`config.mk`:
```
export PLATFORM = sky130hd
export DESIGN_NAME = elevator_call_scheduler
export DESIGN_NICKNAME = d
export VERILOG_FILES = /design/src/rtl/elevator_call_scheduler.sv
export SDC_FILE = /design/constraint.sdc
export NUM_CORES = 1
export LEC_CHECK = 0
export CAP_MARGIN = 5
export CORE_MARGIN = 1.5
export CORE_UTILIZATION = 46
export DETAILED_ROUTE_END_ITERATION = 6
export HOLD_SLACK_MARGIN = 0.03
export PLACE_DENSITY = 0.76
export SLEW_MARGIN = 20
export SYNTH_ARGS = -nofsm -noshare
export SYNTH_HDL_FRONTEND = slang
export SYNTH_SLANG_ARGS = --single-unit
```
`constraint.sdc`:
```
create_clock -name CLK -period 2.3 [get_ports CLK]
set_clock_uncertainty 0.15 [all_clocks]
set_input_delay 0.23 -clock CLK [delete_from_list [all_inputs] [get_ports CLK]]
set_output_delay 0.23 -clock CLK [all_outputs]
set_load 0.02 [all_outputs]
```
`src/rtl/elevator_call_scheduler.sv`:
```
// Elevator call scheduler: latches floor calls, picks the next target with
// SCAN ordering, issues move commands over valid/ready, and runs the door
// dwell timer.
// Optional feature macro: DOOR_HOLD_EN (adds the door_hold input, which keeps
// the door open while it is high).
module elevator_call_scheduler #(
  parameter int unsigned NUM_FLOORS = 3,
  parameter int unsigned DOOR_TICKS = 8
) (
  input  logic                  CLK,
  input  logic                  RST,
  input  logic [NUM_FLOORS-1:0] interior_panel,
  input  logic [NUM_FLOORS-1:0] exterior_panel,
  output logic                  cmd_valid,
  input  logic                  cmd_ready,
  output logic [2:0]            cmd_floor,
  output logic                  cmd_dir,
  input  logic                  arr_valid,
  input  logic [2:0]            arr_floor,
`ifdef DOOR_HOLD_EN
  input  logic                  door_hold,
`endif
  output logic [NUM_FLOORS-1:0] doors,
  output logic [2:0]            cur_floor,
  output logic                  dir,
  output logic [NUM_FLOORS-1:0] pending,
  output logic                  busy,
  output logic                  fault
);

  localparam int unsigned FW = 3;
  localparam int unsigned TW = 8;

  typedef enum logic [1:0] {
    IDLE      = 2'd0,
    DISPATCH  = 2'd1,
    MOVING    = 2'd2,
    DOOR_OPEN = 2'd3
  } state_t;

  state_t                state_q, state_d;
  logic [NUM_FLOORS-1:0] pending_q, pending_d;
  logic [FW-1:0]         cur_floor_q, cur_floor_d;
  logic                  dir_q, dir_d;
  logic [NUM_FLOORS-1:0] doors_q, doors_d;
  logic                  cmd_valid_q, cmd_valid_d;
  logic [FW-1:0]         cmd_floor_q, cmd_floor_d;
  logic                  cmd_dir_q, cmd_dir_d;
  logic                  fault_q, fault_d;
  logic [TW-1:0]         timer_q, timer_d;
  logic                  busy_q, busy_d;

  logic [NUM_FLOORS-1:0] calls;
  logic [NUM_FLOORS-1:0] cur_mask;
  logic [NUM_FLOORS-1:0] arr_mask;
  logic                  arr_in_range;
  logic                  up_found, dn_found;
  logic [FW-1:0]         up_tgt, dn_tgt;
  logic [FW-1:0]         tgt_floor;
  logic                  tgt_dir;
  logic                  dwell_hold;

  // Decode call inputs and floor masks
  always_comb begin
    calls        = interior_panel | exterior_panel;
    cur_mask     = NUM_FLOORS'(1) << cur_floor_q;
    arr_in_range = (32'(arr_floor) < NUM_FLOORS);
    arr_mask     = arr_in_range ? (NUM_FLOORS'(1) << arr_floor) : '0;
`ifdef DOOR_HOLD_EN
    dwell_hold   = (|(calls & cur_mask)) | door_hold;
`else
    dwell_hold   = |(calls & cur_mask);
`endif
  end

  // SCAN target: nearest pending floor beyond cur_floor in dir, else reverse
  always_comb begin
    up_found  = 1'b0;
    up_tgt    = '0;
    dn_found  = 1'b0;
    dn_tgt    = '0;
    tgt_floor = '0;
    tgt_dir   = dir_q;
    for (int i = int'(NUM_FLOORS) - 1; i >= 0; i--) begin
      if (pending_q[i] && (FW'(i) > cur_floor_q)) begin
        up_found = 1'b1;
        up_tgt   = FW'(i);
      end
    end
    for (int i = 0; i < int'(NUM_FLOORS); i++) begin
      if (pending_q[i] && (FW'(i) < cur_floor_q)) begin
        dn_found = 1'b1;
        dn_tgt   = FW'(i);
      end
    end
    if (dir_q) begin
      if (up_found) begin
        tgt_floor = up_tgt;
        tgt_dir   = 1'b1;
      end else begin
        tgt_floor = dn_tgt;
        tgt_dir   = 1'b0;
      end
    end else begin
      if (dn_found) begin
        tgt_floor = dn_tgt;
        tgt_dir   = 1'b0;
      end else begin
        tgt_floor = up_tgt;
        tgt_dir   = 1'b1;
      end
    end
  end

  // Next-state and register-input logic; clears are applied after sets
  always_comb begin
    state_d     = state_q;
    pending_d   = pending_q | calls;
    cur_floor_d = cur_floor_q;
    dir_d       = dir_q;
    doors_d     = doors_q;
    cmd_valid_d = cmd_valid_q;
    cmd_floor_d = cmd_floor_q;
    cmd_dir_d   = cmd_dir_q;
    fault_d     = fault_q;
    timer_d     = timer_q;

    unique case (state_q)
      IDLE: begin
        if (|(pending_q & cur_mask)) begin
          state_d   = DOOR_OPEN;
          pending_d = pending_d & ~cur_mask;
          timer_d   = TW'(DOOR_TICKS);
          doors_d   = cur_mask;
        end else if (|pending_q) begin
          state_d     = DISPATCH;
          cmd_valid_d = 1'b1;
          cmd_floor_d = tgt_floor;
          cmd_dir_d   = tgt_dir;
          dir_d       = tgt_dir;
        end
      end
      DISPATCH: begin
        if (cmd_ready) begin
          cmd_valid_d = 1'b0;
          state_d     = MOVING;
        end
      end
      MOVING: begin
        if (arr_valid) begin
          state_d   = DOOR_OPEN;
          timer_d   = TW'(DOOR_TICKS);
          doors_d   = arr_mask;
          pending_d = pending_d & ~arr_mask;
          if (arr_in_range) begin
            cur_floor_d = arr_floor;
          end
          if (!arr_in_range || (arr_floor != cmd_floor_q)) begin
            fault_d = 1'b1;
          end
        end
      end
      DOOR_OPEN: begin
        pending_d = pending_d & ~cur_mask;
        if (dwell_hold) begin
          timer_d = TW'(DOOR_TICKS);
        end else if (timer_q <= TW'(1)) begin
          timer_d = '0;
          doors_d = '0;
          state_d = IDLE;
        end else begin
          timer_d = timer_q - TW'(1);
        end
      end
      default: state_d = IDLE;
    endcase

    busy_d = (state_d != IDLE);
  end

  // State and datapath registers with asynchronous reset
  always_ff @(posedge CLK or posedge RST) begin
    if (RST) begin
      state_q     <= IDLE;
      pending_q   <= '0;
      cur_floor_q <= '0;
      dir_q       <= 1'b1;
      doors_q     <= '0;
      cmd_valid_q <= 1'b0;
      cmd_floor_q <= '0;
      cmd_dir_q   <= 1'b1;
      fault_q     <= 1'b0;
      timer_q     <= '0;
      busy_q      <= 1'b0;
    end else begin
      state_q     <= state_d;
      pending_q   <= pending_d;
      cur_floor_q <= cur_floor_d;
      dir_q       <= dir_d;
      doors_q     <= doors_d;
      cmd_valid_q <= cmd_valid_d;
      cmd_floor_q <= cmd_floor_d;
      cmd_dir_q   <= cmd_dir_d;
      fault_q     <= fault_d;
      timer_q     <= timer_d;
      busy_q      <= busy_d;
    end
  end

  assign cmd_valid = cmd_valid_q;
  assign cmd_floor = cmd_floor_q;
  assign cmd_dir   = cmd_dir_q;
  assign doors     = doors_q;
  assign cur_floor = cur_floor_q;
  assign dir       = dir_q;
  assign pending   = pending_q;
  assign busy      = busy_q;
  assign fault     = fault_q;

endmodule

```
Word-level counts from Yosys, hierarchy flattened
Index checks and enable logic that the tools add are counted.

operators by class
  $add $sub $neg = 1
  $mul = 0
  divide/modulo/power cells = 0
  magnitude comparators = 8
  equality and inequality tests = 11
  shift operators = 2
  multiplexer cells = 42
  bitwise operators = 9
  reductions and logical operators = 21

operators by type and width
  kind                 number
  $mux 3               13
  $mux 8               4
  $pmux 8 s3           1
  $pmux 3 s3           2
  $mux 2               7
  $ne 2x2->1 const B   7
  $mux 1               13
  $and 3x3->3          4
  $reduce_and 3->1     4
  $reduce_or 3->1      3
  $le 8x1->1 const B   1
  $pmux 2 s4           1
  $sub 8x1->8 const B  1
  $gt 1x3->1 const A   2
  $logic_and 1x1->1    6
  $lt 1x3->1 const A   2
  $not 3->3            2
  $or 3x3->3           2
  $shl 1x3->3 const A  2
  $reduce_and 5->1     1
  $eq 2x2->1 const B   2
  $reduce_and 4->1     1
  $reduce_bool 2->1    2
  $gt 2x3->1 const A   1
  10 further kinds     10

word-level totals
  register bits = 26
  latch bits = 0
  memory bits (writable) = 0
  memory bits (read-only) = 0
  word-level logic and storage cells = 104
  memories = 0

Logic depth before layout (Yosys ltp)
Gate-level depths: netlist (run 1).

  depth after elaboration = 7
  depth in mapped cells = 7
  depth with buffers taken out = 7

Least setup slack after synthesis (run 1)
Ideal clock, no wire load.

  path kind = reg-to-reg
  start = register cur_floor_q[2], in the netlist cur_floor[2]
  end = register doors_q[0], in the netlist doors[0]
  setup time = 0.125 ns
  arrival time = 1.805 ns
  required time = 2.025 ns
  setup slack = 0.220 ns
  stages on the path, launching flop included = 6
  buffers on the path = 0
  clock period less this slack = 2.080 ns
  path through = dfrtp_1 > or3b_2 > o22ai_1 > or3_4 > a31o_4 > mux2_4

on the way
  word-level cells in the longest chain between the ends = 5
  elaborated cells on any way between the ends = 10
  those cells by class = 2 x eq/ne; 1 x shift; 2 x mux; 2 x bitwise; 3 x reduce/logical

RTL lines
  element                             line     text
  from (decl)                         43       logic [FW-1:0] cur_floor_q, cur_floor_d;
  from (signal assigned)              198      cur_floor_q <= cur_floor_d;
  $shl 1x3->3 *                       66       cur_mask = NUM_FLOORS'(1) << cur_floor_q;
  $and 3x3->3 (on tied branches)      130, 72
  $reduce_or 3->1 (on tied branches)  130, 72
  $ne 2x2->1 (no line)                n/a
  $reduce_and 5->1 (no line)          n/a
  to (signal assigned)                200      doors_q <= doors_d;
  to (decl)                           45       logic [NUM_FLOORS-1:0] doors_q, doors_d;

Mark *: on every way between the ends. The rest lies on a longest branch, timed or not. The select of a mux whose other input is x is not followed.
A chain may end at the register's enable or synchronous reset.

Worst setup path in the final report (run 1)
  start = register timer_q[1]
  end = register doors_q[2], in the netlist doors[2]

on the way
  word-level cells in the longest chain between the ends = 3

RTL lines
  element                     line  text
  from (decl)                 50    logic [TW-1:0] timer_q, timer_d;
  from (signal assigned)      205   timer_q <= timer_d;
  $le 8x1->1                  167   end else if (timer_q <= TW'(1)) begin
  $ne 2x2->1 (no line)        n/a
  $reduce_and 5->1 (no line)  n/a

Every way passes these cells.

==> flow_summary_export.csv, run 1 <==
group,metric,value,unit
cts,clockRootBuffer,"clkbuf_4",
cts,clkSinkCount,25,
cts,clk_pin_slew,0.14,ns
logic_synthesis,synthTopCellsByArea,"dfrtp_1 39%, nor2_1 5.4%, a21oi_1 4.3%",
cts,clk_latency,0.32,ns
logic_synthesis,synth_async_sr_flop_share,100,%
global_route,grt_pass1_wl,5810,µm
setup_path,cp-startpoint,"timer_q[1]",
logic_synthesis,ys.flop_type,"dfrtp_1",
logic_synthesis,yosys_warnings,0,
sta,setup_viol,0,
cts,cts_tree,"yes",
flow_run,maxCapViolations,0,
cts,cts_buffer_depth,2,
logic_synthesis,synth_top_area_share,39.3,%
die,core-area,0.00310,mm²
setup_path,r2r_start,"timer_q[1]",
logic_synthesis,synth_top_area_cell,"dfrtp_1",
setup_path,criticalPathCategory,"reg2reg",
pwr,peakVddDrop,540,µV
setup_path,crit_end,"doors[2]",
global_route,grt_use_total,21.1,%
setup_path,r2r_cells,6,
drt,wl_per_cell,14.0,µm
logic_synthesis,syn-num-nets,188,
pwr,power_leakage,0.806,nW
drt,avgViaCountPerCell,5.63,
sta,fmax,461,MHz
setup_path,r2r-end,"doors[2]",
place,gp_congestion,0.889,
sta,rsz0062_at_grt,"false",
sta,slew_headroom,66.0,%
drt,vias,1401,
drt,drc,0,
final_layout,final_layout_size_suffix_gt1_share,13.7,%
drt,routed_wl,3480,µm
setup_path,reg2reg_slack,0.13,ns
worst_hold_path,hold_class,"in2async",
setup_path,critPathMaxFanout,4,
logic_synthesis,ys_types,49,
die,ioPinCount,30,
logic_synthesis,ys_seq_elements,25,
sta,hold_viol,0,
sta,fin_crit_sh,94.3,%
die,placementRows,20,
sta,hold_slack,0.0894,ns
global_route,grt_antenna_before_repair,0,
place,port_buffers,28,
global_route,grt_pass1_vias,1303,
drt,route.antenna.remaining_nets,0,
cts,cts_buffers,3,
global_route,grt_max_degree,26,
sta,worstMarginPinSlew,0.505,ns
drt,drt_first_iter_violations,60,
final_layout,nNetsFinal,221,
logic_synthesis,synth_edf_count,0,
sta,fin_tns_setup,0,ns
cts,htreeDepth,1,
logic_synthesis,syn_area_per_cell,8.83,µm²
logic_synthesis,syn-cell-area,0.00153,mm²
logic_synthesis,ys_seq_area_share,41.0,%
place,dpl-instance-area,0.00189,mm²
setup_path,end_kind,"flop",
die,die_h,60.6,µm
drt,drtPass1Iterations,4,
final_layout,final_area,0.00192,mm²
place,dp_hpwl,2710,µm
final_layout,n_antenna_cell,0,
logic_synthesis,postSynthCellCount,173,
setup_path,cp.required,2.37,ns
logic_synthesis,synth.top_cells.by_count,"24 x dfrtp_1, 22 x nor2_1, 15 x nand2_1",
logic_synthesis,yosysMostFrequentCell,"dfrtp_1",
setup_path,worstSetupStartpointType,"flop",
sta,slew_viol_final,0,
final_layout,syn2layout_area_growth,25.5,%
die,die_area,0.00368,mm²
die,fp.dieW,60.6,µm
pwr,powerDensity,1320,mW/mm²
setup_path,worstPathArrival,2.24,ns
run_status,status,"finished clean",
global_route,grt.overflow.total,0,
die,start_util,49.2,%
sta,fin_crit,2.17,ns
state kept, by name, indices dropped and copies added (netlist names):
name and count:
cmd_dir 1, cmd_valid 1, doors 3, state_q 2, cur_floor 3, timer_q 8, cmd_floor 2, fault 1
pending 3, busy 1
layer usage:
metal | share of wire, % | wire length (µm) | global-route usage, % | vias to the layer above
met5 | 0 | 0 | 0 | -
met4 | 0.89 | 31 | 5.59 | 0
met3 | 6.3 | 220 | 2.77 | 6
met2 | 45 | 1560 | 33.8 | 48
met1 | 48 | 1660 | 30.4 | 665
li1 | - | - | - | 682
cell families after synthesis:
| group | Yosys count | synth area share (%) |
|---|---|---|
| flip-flops | 25 | 41.0 |
| other | 1 | 0.245 |
| XOR/XNOR | 2 | 1.15 |
| buffers and inverters | 17 | 5.32 |
| AND/OR/NAND/NOR | 69 | 23.0 |
| multiplexers | 5 | 4.26 |
| adder cells (fa/ha/maj) | 2 | 1.64 |
| AO/OA/AOI/OAI | 52 | 23.3 |
worst min path at each step:
stage / slack, ns / start / endpoint / depth (start not counted)
2_1_floorplan: 0.11 / RST / busy / 1
3_3_place_gp: 0.31 / fault / fault / 1
3_5_place_dp: 0.33 / fault / fault / 1
4_1_cts: 0.11 / RST / doors[2] / 3
5_1_grt: 0.12 / RST / doors[2] / 3
6_report: 0.09 / RST / doors[1] / 3
layout by cell type (no fill, tap or decap), drive strengths merged, types with 3 or more instances in the layout:
master / n
nand2b: 4
o21ai: 14
nand2: 15
or3: 3
a21oi: 13
inv: 6
nor2: 22
dfrtp: 24
o21bai: 4
buf: 11
a21o: 3
mux2: 3
clkbuf: 4
nor3: 12
clkdlybuf4s50: 28
area by class of cell:
type | count | area [µm²]
fill | 295 | 1190
multi-input combinational | 131 | 823
sequential | 25 | 627
timing repair buffer | 39 | 363
tap | 44 | 55.1
clock buffer | 4 | 26.3
inverter | 6 | 22.5
per-stage QoR:
step	total power (W)	instances	util, %	worst slack, ns
after floorplan	0.00184	173	-	0.220
after global placement	0.00227	245	60.8	0.189
after detailed placement	0.00233	245	60.8	0.108
after CTS	0.00253	249	61.7	0.0814
after global routing	0.00275	249	61.8	0.0516
final	0.00254	249	61.8	0.131
where the power goes:
group          switching (W)  total, W  internal [W]
logic               0.000774   0.00152      0.000743
clock network       0.000130  0.000198     0.0000679
registers           0.000200  0.000822      0.000622
total                0.00110   0.00254       0.00143
critical path: stages (launching register included):
cell	delay [ns]
dfrtp_1	0.44
inv_1	0.10
ha_1	0.22
o2111ai_2	0.16
or3_4	0.43
a31o_4	0.27
mux2_4	0.29
what timing repair did:
action | CTS | global route
hold buffers | 0 | 0
endpoints found under the setup margin | 0 | 3
hold endpoints to repair | 0 | 0
resized for setup | 0 | 1
buffers inserted | 0 | 0
Power figures use the tool's default switching activity.
==> run 2: changes to the inputs <==
clock period = 2.2 ns   (was 2.3 ns; I/O delays follow)
==> run 2 against run 1 <==
  * First-iteration DRC count rose by 73%
  * Via count up 3.4%
  * Power rose by 12%
  * Hold slack got worse by 0.0093 ns
  * Sequential share of layout area fell by 0.95 points
  * Cell count is 2.0% higher
  * Flip-flop and latch count unchanged
==> flow_summary_export.csv, run 2 (synthesis gave the netlist of run 1 again) <==
group,metric,value,unit
die,start_util,49.2,%
global_route,grt.overflow.total,0,
die,core-area,0.00310,mm²
drt,drc,0,
final_layout,regMostFlops,"timer_q",
final_layout,largest_reg_flops,8,
place,port_buffers,28,
setup_path,reg2reg_slack,0.03,ns
sta,fin_crit_sh,98.7,%
setup_path,end_kind,"flop",
drt,vias,1449,
final_layout,final_common_cell,"clkdlybuf4s50_1",
final_layout,multiInputGateArea,841,µm²
global_route,grt_pass1_wl,6540,µm
sta,worstMarginPinSlew,0.612,ns
drt,avgViaCountPerCell,5.70,
setup_path,r2r_start,"cur_floor[0]",
pwr,total_power,0.00283,W
final_layout,final_layout_size_suffix_gt1_share,18.6,%
sta,fmax,460,MHz
setup_path,path_buf_inv,1,
final_layout,syn2layout_area_growth,29.7,%
global_route,grt_antenna_before_repair,0,
final_layout,fillers,300,
run_status,status,"finished clean",
pwr,peakVddDrop,636,µV
setup_path,critPathMaxStageDelay,0.47,ns
cts,cts_buffer_depth,2,
cts,clockRootBuffer,"clkbuf_4",
final_layout,seqCellArea,629,µm²
global_route,grt_use_total,23.8,%
drt,routed_wl,3890,µm
drt,route.antenna.remaining_nets,0,
worst_hold_path,hold_class,"in2async",
sta,slew_viol_final,0,
sta,setup_viol,0,
die,die_h,60.6,µm
final_layout,nNetsFinal,226,
setup_path,cp.required,2.28,ns
setup_path,critPathSlowestCell,"o41a_1",
setup_path,critPathMaxFanout,8,
cts,clk_pin_slew,0.14,ns
die,fp.dieW,60.6,µm
cts,htreeDepth,1,
drt,wl_per_cell,15.3,µm
sta,slew_headroom,58.8,%
die,placementRows,20,
global_route,grt_pass1_vias,1331,
sta,fin_tns_setup,0,ns
setup_path,worstPathArrival,2.25,ns
place,dp_hpwl,2890,µm
cts,cts_buffers,3,
cts,clk_latency,0.32,ns
sta,rsz0062_at_grt,"true",
setup_path,worstSetupStartpointType,"flop",
final_layout,final_cell_mix,"28 x clkdlybuf4s50_1, 22 x nor2_1, 22 x dfrtp_1, 15 x nand2_1, 14 x buf_4",
drt,drtPass1Iterations,4,
setup_path,criticalPathCategory,"reg2reg",
final_layout,n_antenna_cell,0,
die,die_area,0.00368,mm²
global_route,grt_max_degree,26,
cts,holdBufCountCts,0,
sta,hold_viol,0,
pwr,power_leakage,0.832,nW
setup_path,r2r-end,"doors[0]",
die,ioPinCount,30,
sta,fin_crit,2.17,ns
drt,drt_first_iter_violations,104,
setup_path,path_cells,"buf_6 > mux2i_1 > a2bb2oi_2 > o41a_1 > a31o_4 > mux2_4",
place,gp_congestion,0.847,
pwr,powerDensity,1430,mW/mm²
setup_path,r2r_cells,6,
flow_run,maxCapViolations,0,
cts,cts_tree,"yes",
cts,clkSinkCount,25,
setup_path,crit_family,"compound AO/OA/AOI/OAI gates",
## run 2: cell types whose count changed in the layout (fill, tap and decap cells not counted), sizes merged
| cell | before | now |
|---|---|---|
| buf | 11 | 16 |
## run 2: worst max-delay path by stage
stage | start | to | slack (ns) | cells after the start
after floorplan | cur_floor[2] | doors[0] | 0.12 | 5
after global placement | cur_floor[1] | doors[0] | 0.04 | 5
after detailed placement | exterior_panel[2] | timer_q[5] | -0.02 | 7
after CTS | cur_floor[0] | doors[0] | 0.01 | 6
after global routing | cur_floor[0] | doors[0] | -0.03 | 6
final | cur_floor[0] | doors[0] | 0.03 | 6
## run 2: layer usage
| metal | up-vias | wire length, µm | GRT usage (%) |
|---|---|---|---|
| li1 | 698 | - | - |
| met5 | - | 0 | 0 |
| met3 | 7 | 217 | 2.99 |
| met2 | 50 | 1810 | 35.6 |
| met4 | 0 | 59 | 8.70 |
| met1 | 694 | 1800 | 35.3 |
## run 2: timing repair
item                                   CTS  global route
pin swaps                                0             1
setup endpoints to repair                6             9
gates resized for setup                  3             6
endpoints found under the hold margin    0             0
setup buffers                            0             3
## run 2: layout make-up
| class | instances | share of cell area [%] |
|---|---|---|
| Multi-Input combinational cell | 131 | 42.4 |
| Inverter | 6 | 1.14 |
| Timing Repair Buffer | 44 | 20.6 |
| Sequential cell | 25 | 31.8 |
| Tap cell | 44 | 2.78 |
| Clock buffer | 4 | 1.33 |
## run 2: through the flow
| step | hold WS (ns) | instances | setup slack (ns) | cell area, µm² | utilization [%] |
|---|---|---|---|---|---|
| 2_1_floorplan | 0.0966 | 173 | 0.120 | 1530 | - |
| 3_3_place_gp | 0.311 | 247 | 0.0370 | 1900 | 61.3 |
| 3_5_place_dp | 0.315 | 247 | -0.0181 | 1900 | 61.3 |
| 4_1_cts | 0.0908 | 251 | 0.0145 | 1940 | 62.5 |
| 5_1_grt | 0.115 | 254 | -0.0292 | 1980 | 63.9 |
| 6_report | 0.0802 | 254 | 0.0278 | 1980 | 63.9 |
## run 2: worst register-to-register path: cells and delay by family (launching register included)
kind | cells | cell delay (ns)
AOI/OAI and AO/OA | 3 | 0.90
buffers and inverters | 1 | 0.15
DFF | 1 | 0.44
muxes | 2 | 0.43
## run 2: power by group
group	total (W)	switching, W	internal (W)
clock	0.000217	0.000146	0.0000711
sequential	0.000842	0.000189	0.000653
combinational	0.00177	0.000903	0.000870
==> RTL edit 1, RTL diff (config.mk and constraints of run 2) <==
Change the parameter `NUM_FLOORS` from 3 to 2.
--- a/src/rtl/elevator_call_scheduler.sv
+++ b/src/rtl/elevator_call_scheduler.sv
@@ -4,7 +4,7 @@
 // Optional feature macro: DOOR_HOLD_EN (adds the door_hold input, which keeps
 // the door open while it is high).
 module elevator_call_scheduler #(
-  parameter int unsigned NUM_FLOORS = 3,
+  parameter int unsigned NUM_FLOORS = 2,
   parameter int unsigned DOOR_TICKS = 8
 ) (
   input  logic                  CLK,
Interface: changed (resized doors, exterior_panel, interior_panel and pending); port bits go from 30 to 26. No check against the original RTL was run, so the function may have changed too.
==> RTL edit 1 against run 2 <==
Design area fell by 21%; synthesized area fell by 19%; fmax rose by 2.2%; clock power fell by 14%; wire length fell by 31%; global-route usage fell by 3.3 points; sequential cell count fell by 3; power fell by 39%; utilization fell by 1.2 points; critical path depth fell by 1; worst setup slack improved by 0.046 ns; largest power group unchanged; highest routed layer unchanged.
==> RTL edit 1: results (changes against run 2) <==
The number of buffers inserted by port buffering came out at 23 (was 28). The count of filler cells inserted in the layout was 206 (was 300). The critical path's slowest cell is sky130_fd_sc_hd__or4_4 (was sky130_fd_sc_hd__o41a_1). The category of cells accounting for the largest share of critical-path delay is simple AND/OR/NAND/NOR gates (was compound AO/OA/AOI/OAI gates). The design area is 1570 sq um (was 1980 sq um). The fraction of layout cells with a size suffix above 1 was 0.150 (was 0.186). The run gives 137 (was 173) as the instance count of the mapped netlist.

Most area-consuming cells after synthesis: sky130_fd_sc_hd__dfrtp_1, sky130_fd_sc_hd__o21ai_0, sky130_fd_sc_hd__nor2_1, sky130_fd_sc_hd__nor3_1, sky130_fd_sc_hd__a21oi_1 (was sky130_fd_sc_hd__dfrtp_1, sky130_fd_sc_hd__nor2_1, sky130_fd_sc_hd__a21oi_1, sky130_fd_sc_hd__o21ai_0, sky130_fd_sc_hd__nand2_1). The compound-cell area share of the yosys netlist is 0.217 (was 0.233). The detail-routed net length per standard cell works out to 13.7 um (was 15.3 um). The total placed instance area was 1530 sq um (was 1900 sq um). The run gives 0.654 nW (was 0.832 nW) as the cell leakage power. The flow ran to the end, and the final reports show no timing, DRC or antenna violations. Met3 usage: 0.0355 (was 0.0299). The peak supply drop is 0.836 mV (was 0.636 mV), and the final-stage net count is 181 (was 226). The largest driver fanout on the critical path works out to 5 (was 8).

The proportion of synthesized area in mux cells is 0.0335 (was 0.0426). The routability congestion estimate from global placement was 0.823 (was 0.847). For the aggregate global-route resource usage, the log shows 0.205 (was 0.238). The tools report the count of cell types in the netlist as 40 (was 49). The critical path's largest stage delay came out at 0.53 ns (was 0.47 ns).

Post-synthesis adder-cell area fraction: 0.0203 (was 0.0164). Most used standard cells in the synthesized netlist: sky130_fd_sc_hd__dfrtp_1, sky130_fd_sc_hd__o21ai_0, sky130_fd_sc_hd__nor2_1, sky130_fd_sc_hd__nor3_1, sky130_fd_sc_hd__nand2_1 (was sky130_fd_sc_hd__dfrtp_1, sky130_fd_sc_hd__nor2_1, sky130_fd_sc_hd__nand2_1, sky130_fd_sc_hd__a21oi_1, sky130_fd_sc_hd__o21ai_0). The run gives 23 (was 26) as the pin count of the biggest net entering global routing. The setup slack after placement was 0.0450 ns (was -0.0181 ns). The start of the worst register-to-register path is timer_q[2] (was cur_floor[0]). The final worst slack was 0.0741 ns (was 0.0278 ns). The capture instance of the worst register-to-register path was doors[1] (was doors[0]). The logs give 970 (was 1331) for the via count of the first global-routing pass and 0.0908 ns (was 0.0802 ns) for the worst hold margin. The depth of the most critical reg-to-reg path came out at 5 (was 6). The global routing usage on met1 was 0.271 (was 0.353).

Launching element of the worst setup path: timer_q[2] (was cur_floor[0]). Sequential fraction of the synthesis area: 0.447 (was 0.410). The fraction of synthesized cell area in xor and xnor cells came out at 0.00710 (was 0.0115). The post-detailed-placement half-perimeter wirelength is 2060 um (was 2890 um). The number of violations reported at the end of detailed-routing iteration 0 is 33 (was 104), and the placed cell count is 193 (was 247).

The global-route wire length before repair was 4370 um (was 6540 um).
## RTL edit 1: cell count changes after synthesis, sizes merged, moves of 4 or more
cell	change
nand2	-7
nor2	-9
buf	-4
a21oi	-6
and2	+4
## RTL edit 1: timing repair
action / 4_1_cts / 5_1_grt
setup endpoints to repair: 0 / 3
hold buffers: 0 / 0
resized for setup: 0 / 2
## RTL edit 1: routing by layer
metal	vias to the layer above	wire length, um
li1	553	-
met2	24	1300
met5	-	0
met1	511	1230
met4	0	10
met3	2	152
## RTL edit 1: cell families after synthesis
group,Yosys count
AND/OR/NAND/NOR,52
AO/OA/AOI/OAI,43
flip-flops,22
buffers and inverters,13
multiplexers,3
adder cells (fa/ha/maj),2
other,1
XOR/XNOR,1
## RTL edit 1: worst max path at each step
stage | cells past startpoint | to
2_1_floorplan | 5 | doors[0]
3_3_place_gp | 5 | doors[0]
3_5_place_dp | 5 | doors[1]
4_1_cts | 5 | doors[1]
5_1_grt | 7 | doors[1]
6_report | 5 | doors[1]
## RTL edit 1: layout make-up
| cell class | instances | area share |
|---|---|---|
| multi-input combinational | 103 | 0.405 |
| sequential | 22 | 0.352 |
| timing repair buffer | 31 | 0.185 |
| tap | 30 | 0.0239 |
| clock buffer | 4 | 0.0168 |
| inverter | 7 | 0.0168 |
## RTL edit 1: worst reg2reg max path, stage by stage (launching register included)
cell	delay [ns]
sky130_fd_sc_hd__dfrtp_1	0.44
sky130_fd_sc_hd__or2_2	0.32
sky130_fd_sc_hd__or4_4	0.53
sky130_fd_sc_hd__o21ai_4	0.14
sky130_fd_sc_hd__and2_4	0.17
sky130_fd_sc_hd__mux2_4	0.29
## RTL edit 1: where the power goes
group / switching, mW / internal (mW)
logic: 0.473 / 0.429
clock network: 0.116 / 0.0705
registers: 0.125 / 0.515
total: 0.714 / 1.01
==> RTL edit 2, RTL diff (flow settings as in run 2) <==
Made on the original files. Re-encode `state_t` (4 states) as one-hot, 4 bits wide.
--- a/src/rtl/elevator_call_scheduler.sv
+++ b/src/rtl/elevator_call_scheduler.sv
@@ -31,11 +31,11 @@
   localparam int unsigned FW = 3;
   localparam int unsigned TW = 8;
 
-  typedef enum logic [1:0] {
-    IDLE      = 2'd0,
-    DISPATCH  = 2'd1,
-    MOVING    = 2'd2,
-    DOOR_OPEN = 2'd3
+  typedef enum logic [3:0] {
+    IDLE      = 4'b0001,
+    DISPATCH  = 4'b0010,
+    MOVING    = 4'b0100,
+    DOOR_OPEN = 4'b1000
   } state_t;
 
   state_t                state_q, state_d;
Behaviour: no difference found for any inputs over 10 cycles, from zero or initial values and one cycle with RST high; not proved beyond that.
==> RTL edit 2 against run 2 <==
Worst setup slack improved by 0.033 ns; die area rose by 6.7%; synthesized area rose by 7.0%; fmax rose by 1.5%; critical endpoint is now doors[2]; largest power group unchanged; power rose by 2.0%; wire length rose by 11%; sequential cell count rose by 2; synthesized cell count rose by 1.7%; design area rose by 7.9%.
==> RTL edit 2: results (changes against run 2) <==
The flow ran to the end, and the final reports show no timing, DRC or antenna violations. The post-route fraction of the period consumed by the critical path was 0.973 (was 0.987). The tools report the placed cell count as 258 (was 247). Most used standard cells in the synthesized netlist: sky130_fd_sc_hd__dfrtp_1, sky130_fd_sc_hd__nand2_1, sky130_fd_sc_hd__nor2_1, sky130_fd_sc_hd__o21ai_0, sky130_fd_sc_hd__a21oi_1 (was sky130_fd_sc_hd__dfrtp_1, sky130_fd_sc_hd__nor2_1, sky130_fd_sc_hd__nand2_1, sky130_fd_sc_hd__a21oi_1, sky130_fd_sc_hd__o21ai_0). Most area-consuming cells after synthesis: sky130_fd_sc_hd__dfrtp_1, sky130_fd_sc_hd__nand2_1, sky130_fd_sc_hd__o21ai_0, sky130_fd_sc_hd__dfstp_2, sky130_fd_sc_hd__nor2_1 (was sky130_fd_sc_hd__dfrtp_1, sky130_fd_sc_hd__nor2_1, sky130_fd_sc_hd__a21oi_1, sky130_fd_sc_hd__o21ai_0, sky130_fd_sc_hd__nand2_1). The post-detailed-placement half-perimeter wirelength was 3320 um (was 2890 um); the measured slew at the worst slew-check pin was 0.597 ns (was 0.612 ns).

The fraction of layout cells with a size suffix above 1 is 0.219 (was 0.186), and the worst setup slack for register-to-register paths is 0.06 ns (was 0.03 ns). Post-synthesis adder-cell area fraction: 0.0153 (was 0.0164). The proportion of synthesized area in mux cells came out at 0.0268 (was 0.0426). The sequential fraction of the synthesis area came out at 0.415 (was 0.410). The post-synthesis average cell area works out to 9.29 sq um (was 8.83 sq um). The final-stage net count is 235 (was 226).

For the pin count of the biggest net entering global routing, the log shows 28 (was 26). The tools report the peak supply drop as 0.837 mV (was 0.636 mV). The logs give 0.866 (was 0.847) for the routability congestion estimate from global placement and 1610 (was 1331) for the via count of the first global-routing pass. The run gives 191 (was 188) as the post-synthesis net count.

The via total after detailed routing is 1547 (was 1449), and the critical path's largest stage delay is 0.49 ns (was 0.47 ns). The logs give 55 (was 49) for the count of cell types in the netlist and 316 (was 300) for the count of filler cells inserted in the layout. The aggregate global-route resource usage was 0.226 (was 0.238). The total wire length is 4300 um (was 3890 um).

The fraction of synthesized cell area in xor and xnor cells works out to 0.0161 (was 0.0115). The tools report the global-route wire length before repair as 7150 um (was 6540 um).
-- RTL edit 2: cell count changes in the layout (fill, tap and decap cells not counted), sizes merged, moves of 3 or more --
cell    change
buf         +5
nor3        -6
nor2        -8
a21oi       -4
o21ai       -3
nor4b       +3
nand3       +5
o21bai      -3
nand2       +4
-- RTL edit 2: stage by stage --
step                      area [sq um]  hold WS [ns]
final                             2140        0.0973
after global routing              2140         0.120
after CTS                         2070        0.0971
after detailed placement          2050         0.330
after global placement            2050         0.315
after floorplan                   1640         0.121
-- RTL edit 2: repair_timing --
action | 4_1_cts | 5_1_grt
buffers inserted | 0 | 3
gates resized for setup | 0 | 11
endpoints found under the setup margin | 0 | 9
-- RTL edit 2: routing by layer --
metal,vias to the layer above,routed length (um),part of all wire,global-route usage
met3,6,210,0.049,0.0523
met1,751,1730,0.40,0.253
met5,-,0,0,0
met2,58,2300,0.53,0.434
li1,732,-,-,-
met4,0,57,0.013,0.0444
-- RTL edit 2: cell type report --
type	count	share of cell area
clock buffer	4	0.0123
inverter	7	0.0123
multi-input combinational	132	0.422
sequential	27	0.319
tap	46	0.0269
timing repair buffer	49	0.207
-- RTL edit 2: power by group through the flow --
| stage | clock [mW] | combinational, mW | sequential (mW) |
|---|---|---|---|
| detailed placement | 0 | 1.70 | 0.860 |
| finish | 0.214 | 1.82 | 0.855 |
| CTS | 0.225 | 1.71 | 0.849 |
| global route | 0.241 | 1.97 | 0.881 |
| floorplan | 0 | 0.954 | 0.961 |
| global placement | 0 | 1.63 | 0.843 |
-- RTL edit 2: tightest hold or removal path, delay by kind of cell --
family,cells,cell delay (ns)
buf+inv,3,0.78
